--- config.mk ---
export PLATFORM = sky130hd
export DESIGN_NAME = multicycle_ctrl
export DESIGN_NICKNAME = d
export VERILOG_FILES = /design/src/rtl/multicycle_ctrl_pkg.sv /design/src/rtl/multicycle_ctrl_dec.sv /design/src/rtl/multicycle_ctrl.sv
export SDC_FILE = /design/constraint.sdc
export NUM_CORES = 1
export LEC_CHECK = 0
export BUFFER_PORTS_ARGS = -buffer_cell sky130_fd_sc_hd__buf_2
export CAP_MARGIN = 30
export CORE_MARGIN = 3
export CORE_UTILIZATION = 50
export CTS_CLUSTER_DIAMETER = 40
export DETAILED_ROUTE_END_ITERATION = 16
export GPL_TIMING_DRIVEN = 0
export HOLD_SLACK_MARGIN = 0.06
export PLACE_DENSITY = 0.73
export SYNTH_ARGS = -nofsm -noshare
export SYNTH_HDL_FRONTEND = slang
export SYNTH_SLANG_ARGS = --single-unit
--- constraint.sdc ---
create_clock -name Clk -period 5.7 [get_ports Clk]
set_clock_uncertainty 0.05 [all_clocks]
set_input_delay 1.71 -clock Clk [delete_from_list [all_inputs] [get_ports Clk]]
set_output_delay 1.71 -clock Clk [all_outputs]
set_load 0.01 [all_outputs]
--- src/rtl/multicycle_ctrl_pkg.sv ---
// Shared encodings for the multicycle controller: FSM states, opcodes,
// ALU/mux select codes and the bundle of decoded control signals.
package multicycle_ctrl_pkg;

    typedef enum logic [2:0] {
        ST_IF  = 3'd0,
        ST_ID  = 3'd1,
        ST_EX  = 3'd2,
        ST_MEM = 3'd3,
        ST_WB  = 3'd4
    } state_t;

    localparam logic [5:0] OP_R    = 6'b000000;
    localparam logic [5:0] OP_LW   = 6'b100011;
    localparam logic [5:0] OP_SW   = 6'b101011;
    localparam logic [5:0] OP_BEQ  = 6'b000100;
    localparam logic [5:0] OP_J    = 6'b000010;
    localparam logic [5:0] OP_ADDI = 6'b001000;

    localparam logic [2:0] ALUOP_ADD   = 3'b000;
    localparam logic [2:0] ALUOP_SUB   = 3'b001;
    localparam logic [2:0] ALUOP_FUNCT = 3'b010;

    localparam logic [1:0] PCSRC_ALU    = 2'b00;
    localparam logic [1:0] PCSRC_ALUOUT = 2'b01;
    localparam logic [1:0] PCSRC_JUMP   = 2'b10;

    localparam logic [1:0] SRCB_REG    = 2'b00;
    localparam logic [1:0] SRCB_FOUR   = 2'b01;
    localparam logic [1:0] SRCB_IMM    = 2'b10;
    localparam logic [1:0] SRCB_IMM_SH = 2'b11;

    typedef struct packed {
        logic       pcEn;
        logic       irEn;
        logic       memRead;
        logic       memWrite;
        logic       regWrite;
        logic       regDst;
        logic       memToReg;
        logic       aluSrcA;
        logic [1:0] aluSrcB;
        logic [1:0] pcSrc;
        logic [2:0] aluOp;
        logic       illegal;
    } ctrl_t;

    function automatic logic isLegalOp(input logic [5:0] op);
        case (op)
            OP_R, OP_LW, OP_SW, OP_BEQ, OP_J, OP_ADDI: isLegalOp = 1'b1;
            default:                                   isLegalOp = 1'b0;
        endcase
    endfunction

endpackage

--- src/rtl/multicycle_ctrl_dec.sv ---
// Combinational decode of {state, opcode} into datapath controls.
// MULTICYCLE_CTRL_MEM_WAIT_EN gates the fetch enables with the memory handshake.
module multicycle_ctrl_dec
    import multicycle_ctrl_pkg::*;
(
    input  state_t     state,
    input  logic [5:0] op,
    input  logic       z,
    input  logic       memReady,
    output ctrl_t      ctrl
);

    logic fetchGo;

`ifdef MULTICYCLE_CTRL_MEM_WAIT_EN
    assign fetchGo = memReady;
`else
    logic unusedMemReady;
    assign unusedMemReady = memReady;
    assign fetchGo        = 1'b1;
`endif

    // Everything not explicitly driven for a state stays 0
    always_comb begin
        ctrl = '0;
        case (state)
            ST_IF: begin
                ctrl.memRead = 1'b1;
                ctrl.irEn    = fetchGo;
                ctrl.pcEn    = fetchGo;
                ctrl.pcSrc   = PCSRC_ALU;
                ctrl.aluSrcB = SRCB_FOUR;
                ctrl.aluOp   = ALUOP_ADD;
            end
            ST_ID: begin
                ctrl.aluSrcB = SRCB_IMM_SH;
                ctrl.aluOp   = ALUOP_ADD;
                ctrl.illegal = !isLegalOp(op);
            end
            ST_EX: begin
                case (op)
                    OP_R: begin
                        ctrl.aluSrcA = 1'b1;
                        ctrl.aluSrcB = SRCB_REG;
                        ctrl.aluOp   = ALUOP_FUNCT;
                    end
                    OP_LW, OP_SW, OP_ADDI: begin
                        ctrl.aluSrcA = 1'b1;
                        ctrl.aluSrcB = SRCB_IMM;
                        ctrl.aluOp   = ALUOP_ADD;
                    end
                    OP_BEQ: begin
                        ctrl.aluSrcA = 1'b1;
                        ctrl.aluSrcB = SRCB_REG;
                        ctrl.aluOp   = ALUOP_SUB;
                        ctrl.pcSrc   = PCSRC_ALUOUT;
                        ctrl.pcEn    = z;
                    end
                    OP_J: begin
                        ctrl.pcEn  = 1'b1;
                        ctrl.pcSrc = PCSRC_JUMP;
                    end
                    default: ;
                endcase
            end
            ST_MEM: begin
                ctrl.memRead  = (op == OP_LW);
                ctrl.memWrite = (op == OP_SW);
            end
            ST_WB: begin
                ctrl.regWrite = 1'b1;
                ctrl.regDst   = (op == OP_R);
                ctrl.memToReg = (op == OP_LW);
            end
            default: ;
        endcase
    end

endmodule

--- src/rtl/multicycle_ctrl.sv ---
// Multicycle CPU control FSM with opcode latch and retired-instruction counter.
// Define MULTICYCLE_CTRL_MEM_WAIT_EN to stall IF and MEM on Mem_Ready.
module multicycle_ctrl
    import multicycle_ctrl_pkg::*;
#(
    parameter int CNT_W = 16
)
(
    input  logic             Clk,
    input  logic             Rst,
    input  logic [5:0]       Op,
    input  logic             Mem_Ready,
    input  logic             Z,
    output logic             PC_En,
    output logic             IR_En,
    output logic             MemRead,
    output logic             MemWrite,
    output logic             RegWrite,
    output logic             RegDst,
    output logic             MemToReg,
    output logic             ALUSrcA,
    output logic [1:0]       ALUSrcB,
    output logic [1:0]       PCSrc,
    output logic [2:0]       ALUOp,
    output logic [2:0]       State,
    output logic             Illegal,
    output logic [CNT_W-1:0] Retired
);

    localparam logic [CNT_W-1:0] CNT_ONE = {{(CNT_W-1){1'b0}}, 1'b1};

    state_t           state;
    logic [5:0]       opLatch;
    logic [5:0]       decOp;
    logic [CNT_W-1:0] retired;
    logic             memGo;
    ctrl_t            ctrl;

`ifdef MULTICYCLE_CTRL_MEM_WAIT_EN
    assign memGo = Mem_Ready;
`else
    assign memGo = 1'b1;
`endif

    // ID looks at the live instruction register; later states use the latched copy
    assign decOp = (state == ST_ID) ? Op : opLatch;

    multicycle_ctrl_dec uDec (
        .state    (state),
        .op       (decOp),
        .z        (Z),
        .memReady (Mem_Ready),
        .ctrl     (ctrl)
    );

    // Retired bumps on the transition out of each legal instruction's last state
    always_ff @(posedge Clk) begin
        if (Rst) begin
            state   <= ST_IF;
            opLatch <= '0;
            retired <= '0;
        end else begin
            case (state)
                ST_IF: begin
                    if (memGo) state <= ST_ID;
                end
                ST_ID: begin
                    opLatch <= Op;
                    state   <= isLegalOp(Op) ? ST_EX : ST_IF;
                end
                ST_EX: begin
                    case (opLatch)
                        OP_LW, OP_SW: state <= ST_MEM;
                        OP_BEQ, OP_J: begin
                            state   <= ST_IF;
                            retired <= retired + CNT_ONE;
                        end
                        default: state <= ST_WB;
                    endcase
                end
                ST_MEM: begin
                    if (memGo) begin
                        if (opLatch == OP_LW) begin
                            state <= ST_WB;
                        end else begin
                            state   <= ST_IF;
                            retired <= retired + CNT_ONE;
                        end
                    end
                end
                ST_WB: begin
                    state   <= ST_IF;
                    retired <= retired + CNT_ONE;
                end
                default: state <= ST_IF;
            endcase
        end
    end

    assign PC_En    = ctrl.pcEn;
    assign IR_En    = ctrl.irEn;
    assign MemRead  = ctrl.memRead;
    assign MemWrite = ctrl.memWrite;
    assign RegWrite = ctrl.regWrite;
    assign RegDst   = ctrl.regDst;
    assign MemToReg = ctrl.memToReg;
    assign ALUSrcA  = ctrl.aluSrcA;
    assign ALUSrcB  = ctrl.aluSrcB;
    assign PCSrc    = ctrl.pcSrc;
    assign ALUOp    = ctrl.aluOp;
    assign Illegal  = ctrl.illegal;
    assign State    = state;
    assign Retired  = retired;

endmodule
After elaboration in Yosys (flattened, before gate mapping)
Cells that the tools add are included.

operators by class
  add/subtract/negate cells = 1
  equality and inequality tests = 20
  muxes and demuxes = 27
  reduce and logical (&&, ||, !) cells = 12

operator list
  cell                                           number
  case mux 16 bit (3 select lines)               1
  == test 6 bit, second input constant           6
  two-way mux 16 bit                             2
  == test 6 x 2 -> 1 bit, second input constant  3
  == test 6 x 3 -> 1 bit, second input constant  3
  adder 16 x 1 -> 16 bit, second input constant  1
  == test 6 x 4 -> 1 bit, second input constant  2
  zero test 6 bit                                2
  case mux 3 bit (2 select lines)                2
  case mux 3 bit (4 select lines)                1
  OR reduction 6 bit                             2
  two-way mux 1 bit                              9
  two-way mux 3 bit                              3
  case mux 2 bit (2 select lines)                2
  == test 3 x 2 -> 1 bit, second input constant  2
  two-way mux 6 bit                              1
  case mux 1 bit (2 select lines)                3
  case mux 2 bit (3 select lines)                1
  OR reduction 2 bit                             3
  two-way mux 2 bit                              2
  inequality test 2 bit, second input constant   2
  == test 3 x 1 -> 1 bit, second input constant  1
  == test 3 bit, second input constant           1
  zero test 3 bit                                1
  other kinds (4)                                4

storage, ports and cells
  register bits after elaboration = 25
  input bits = 10
  output and inout port bits = 35
  word-level logic and storage cells = 63

Longest topological paths before layout
  depth in word-level cells = 8
  depth in mapped cells = 6
  mapped depth without buffers = 4

Modules after synthesis
From an unflattened synthesis, not the netlist that was laid out.

unflattened totals
  cell total of the unflattened synthesis = 175
  area, all modules = 1402.6 um^2

modules (own cells, without submodules)
  module               times used  cells an instance  area each (um^2)  sequential area each (um^2)
  multicycle_ctrl      1           135                1172.4            500.5
  multicycle_ctrl_dec  1           40                 230.2             0.0

Worst setup path after synthesis
Ideal clock, no wire load.

  path type = input -> output
  start point = input port Op[1]
  end point = output port RegDst
  data arrival time = 2.538 ns
  data required time = 3.940 ns
  setup slack = 1.402 ns
  stages on the path = 3
  buffers on the path = 0
  cells stage by stage = nor4_1 > mux2i_1 > nor4_1

between the ends
  cells in the longest elaborated chain, start to end = 3

RTL lines
  what                line                       source
  start: declaration  multicycle_ctrl.sv:11      input logic [5:0] Op,
  two-way mux 6 bit   multicycle_ctrl.sv:46      assign decOp = (state == ST_ID) ? Op : opLatch;
  zero test 6 bit     multicycle_ctrl_dec.sv:72  ctrl.regDst = (op == OP_R);
  two-way mux 3 bit   multicycle_ctrl_dec.sv:26  case (state)
  end: declaration    multicycle_ctrl.sv:19      output logic RegDst,

Every way passes these cells.

Worst setup path after layout
  start point = input port Op[1]
  end point = output port ALUSrcA

between the ends
  cells in the longest elaborated chain, start to end = 5
  elaborated cells between the ends (all ways) = 10
  classes of those cells = 4 x eq/ne; 3 x mux; 3 x reduce/logical

RTL lines
  what                                                             line                       source
  two-way mux 6 bit (*)                                            multicycle_ctrl.sv:46
  == test 6 x 4 -> 1 bit (tied with other cells)                   multicycle_ctrl_dec.sv:41  case (op)
  OR reduction 3 bit / OR reduction 2 bit (equally long branches)  -
  case mux 3 bit (2 select lines) (*)                              multicycle_ctrl_dec.sv:41
  two-way mux 1 bit (*)                                            multicycle_ctrl_dec.sv:26
  end: declaration                                                 multicycle_ctrl.sv:21      output logic ALUSrcA,

Mark *: on every way between the ends. The rest lies on a longest branch, timed or not.

==> results.md <==
* First-iteration detailed-routing DRC count at 86
* Avg Cell Area, Syn at 8.19 um2
* Antenna cells at 0
* Post-CTS Setup Bufs at 0
* Slew HR at 44.6%
* CORE AREA at 0.00308 mm2
* Commonest non-fill, non-tap cell in the layout: buf_2
* Max Fanout on Critical Path at 6
* Die Ht at 63.1 um
* Synth Net Count at 210
* Syn. warnings at 0
* Most frequent cells in the layout: buf_2 (41), dfxtp_1 (25), nor2_1 (20)
* Port Buf Inserts at 41
* CTS max path bufs at 2
* Final cycle utilization of the critical path at 80.5%
* Initial Util at 52.9%
* Max H-tree Level at 1
* RSZ-0062 raised after global routing: false
* Detailed Routing Iterations Pass 1 at 4
* Post-CTS resize count at 0
* Vias/cell at 5.67
* Synth area leader: dfxtp_1
* Final Hold Fails at 0
* Number of synthesized register bits at 25
* GRT Util Overall at 20.4%
* Gpl congestion at 0.882
* Root buffer cell: clkbuf_4
* Largest net degree at the start of global routing at 14
* WS Path Type: primary input to primary output
* Row count at 20
* Setup ws final at 1110 ps
* Slowest CP cell: nor4_1
* Peak Freq at 0.218 GHz
* Synthesized instance count at 199
* CTS sink cnt at 25
* Status: finished clean
* CP peak stage delay at 370 ps
* Place WS at 1140 ps
* Layout net count at 256
* Synth top area cells: dfxtp_1 (31%), mux2_2 (7.6%), nor2b_1 (5.8%)
* Number of flops mapped to enable cells by yosys at 0
* First-pass GRT wire length at 6.78 mm
* Worst Path Required at 3940 ps
* Critical Path AT at 2830 ps
* DP HPWL at 2.89 mm
* Setup TNS at 0 ps
* Via count at 1633
* CTS clk-pin slew, worst paths at 120 ps
* Max VDD drop at 119 uV
* Kind of cell adding the most delay to the critical path: simple AND/OR/NAND/NOR gates
* Fillers at 296
* Synth top area share at 30.7%
* Global route overflow at 0
* Layout area overhead at 17.6%
* Number of global-route vias before repair at 1445
* Fraction of registers with async set/reset at 0%
* Min cycle time layout at 4590 ps
* # IOs at 45
* CP startpoint kind: primary input
* Type of the most critical hold path: flip-flop to flip-flop
* Die width at 63.1 um
* Initial antenna violation count at 0
* Layout cells sized above 1 at 27.9%
* Final wirelength at 3.86 mm
* Fin. max-slew vios at 0
* Max_cap viols at 0
* Clk_lat worst skew at 310 ps
* Unique masters post-synth at 43
* CTS tree: built
* Residual DRC count at 0
* CP cell instances: buf_2, nor4_1, mux2_2, o21ai_0, a21oi_1, buf_2
* Pleak at 0.812 nW
* Final setup fails at 0
* Mapped Area at 0.00163 mm2
* Cell mode on critical path: buf_2
* Die Area at 0.00398 mm2
* PwrDens at 162 mW/mm2
* Seq/Total Area, Yosys at 30.7%
* TritonCTS Buffers at 3
* CTS Hold Buffers Added at 0
* Crit end category: primary output
* Crit path buf inv count at 2
* Worst-Margin Slew at 818 ps
* WL/cell at 13.4 um
* Most used DFF post-synth: dfxtp_1
* Routed Antenna Nets at 0
==> metal layers <==
| metal | routed length [um] | up-vias | global-route usage [%] | part of all wire, % |
|---|---|---|---|---|
| li1 | - | 812 | - | - |
| met3 | 264 | 4 | 3.74 | 6.8 |
| met1 | 1790 | 768 | 29.9 | 46 |
| met2 | 1770 | 49 | 31.9 | 46 |
| met5 | 0 | - | 0 | 0 |
| met4 | 27 | 0 | 2.75 | 0.70 |
==> cell usage after synthesis, types with 4 or more instances <==
| cell type | n |
|---|---|
| dfxtp_1 | 25 |
| nor2_1 | 20 |
| nand2_1 | 17 |
| a21oi_1 | 15 |
| nor2b_1 | 15 |
| mux2_2 | 11 |
| clkbuf_1 | 8 |
| nand3_1 | 8 |
| nor3_1 | 8 |
| a211oi_1 | 5 |
| nand4_1 | 5 |
| nor4_1 | 5 |
| a211oi_2 | 4 |
| inv_1 | 4 |
| mux2_1 | 4 |
==> state kept, by name, indices dropped and copies added, names as in the netlist <==
| name | count |
|---|---|
| Retired | 16 |
| opLatch | 6 |
| State | 3 |
==> final timing paths <==
kind / startpoint / end / slack [ps] / cells after the start
setup / recovery: Op[1] / ALUSrcA / 1110 / 6
hold / removal: opLatch[4] / opLatch[4] / 440 / 2
setup reg to reg: opLatch[1] / Retired[13] / 3310 / 5
hold reg to reg: opLatch[4] / opLatch[4] / 440 / 2
==> kinds of logic (layout without fill, tap and decap cells) <==
logic type,count (synthesis),in the layout,synth area share [%]
AO/OA/AOI/OAI,37,37,16.9
XOR/XNOR,1,1,0.538
adder cells (fa/ha/maj),2,2,1.38
buffers and inverters,19,64,5.76
flip-flops,25,25,30.7
multiplexers,18,18,12.2
other,1,1,0.230
AND/OR/NAND/NOR,96,96,32.3
==> metrics by stage <==
stage               utilization, %  cells  hold WS [ps]  power [W]  instance area, um2
floorplan                        -    199           403   0.000220                1630
global placement              61.4    284           420   0.000236                1890
detailed placement            61.4    284           429   0.000236                1890
CTS                           62.2    288           448   0.000313                1920
global route                  62.2    288           475   0.000327                1920
finish                        62.2    288           443   0.000310                1920
==> worst reg2reg max path, stage by stage, from the launching register on <==
cell and delay, ps:
dfxtp_1 440, nand4b_1 300, o311ai_1 780, buf_4 320, a211oi_2 90, mux2_1 320
==> report_power, final <==
part | total, W | internal, W | switching [W]
combinational | 0.0000516 | 0.0000194 | 0.0000322
sequential | 0.000181 | 0.000178 | 0.00000309
clock | 0.0000773 | 0.0000273 | 0.0000500
==> final cells by class <==
class / instances / area, um2 / share of cell area [%]
tap: 44 / 55.1 / 2.87
clock buffer: 4 / 26.3 / 1.37
sequential: 25 / 500 / 26.1
inverter: 4 / 15.0 / 0.784
timing repair buffer: 41 / 205 / 10.7
buffer: 15 / 78.8 / 4.11
multi-input combinational: 155 / 1030 / 54.0
Power figures use the tool's default switching activity.
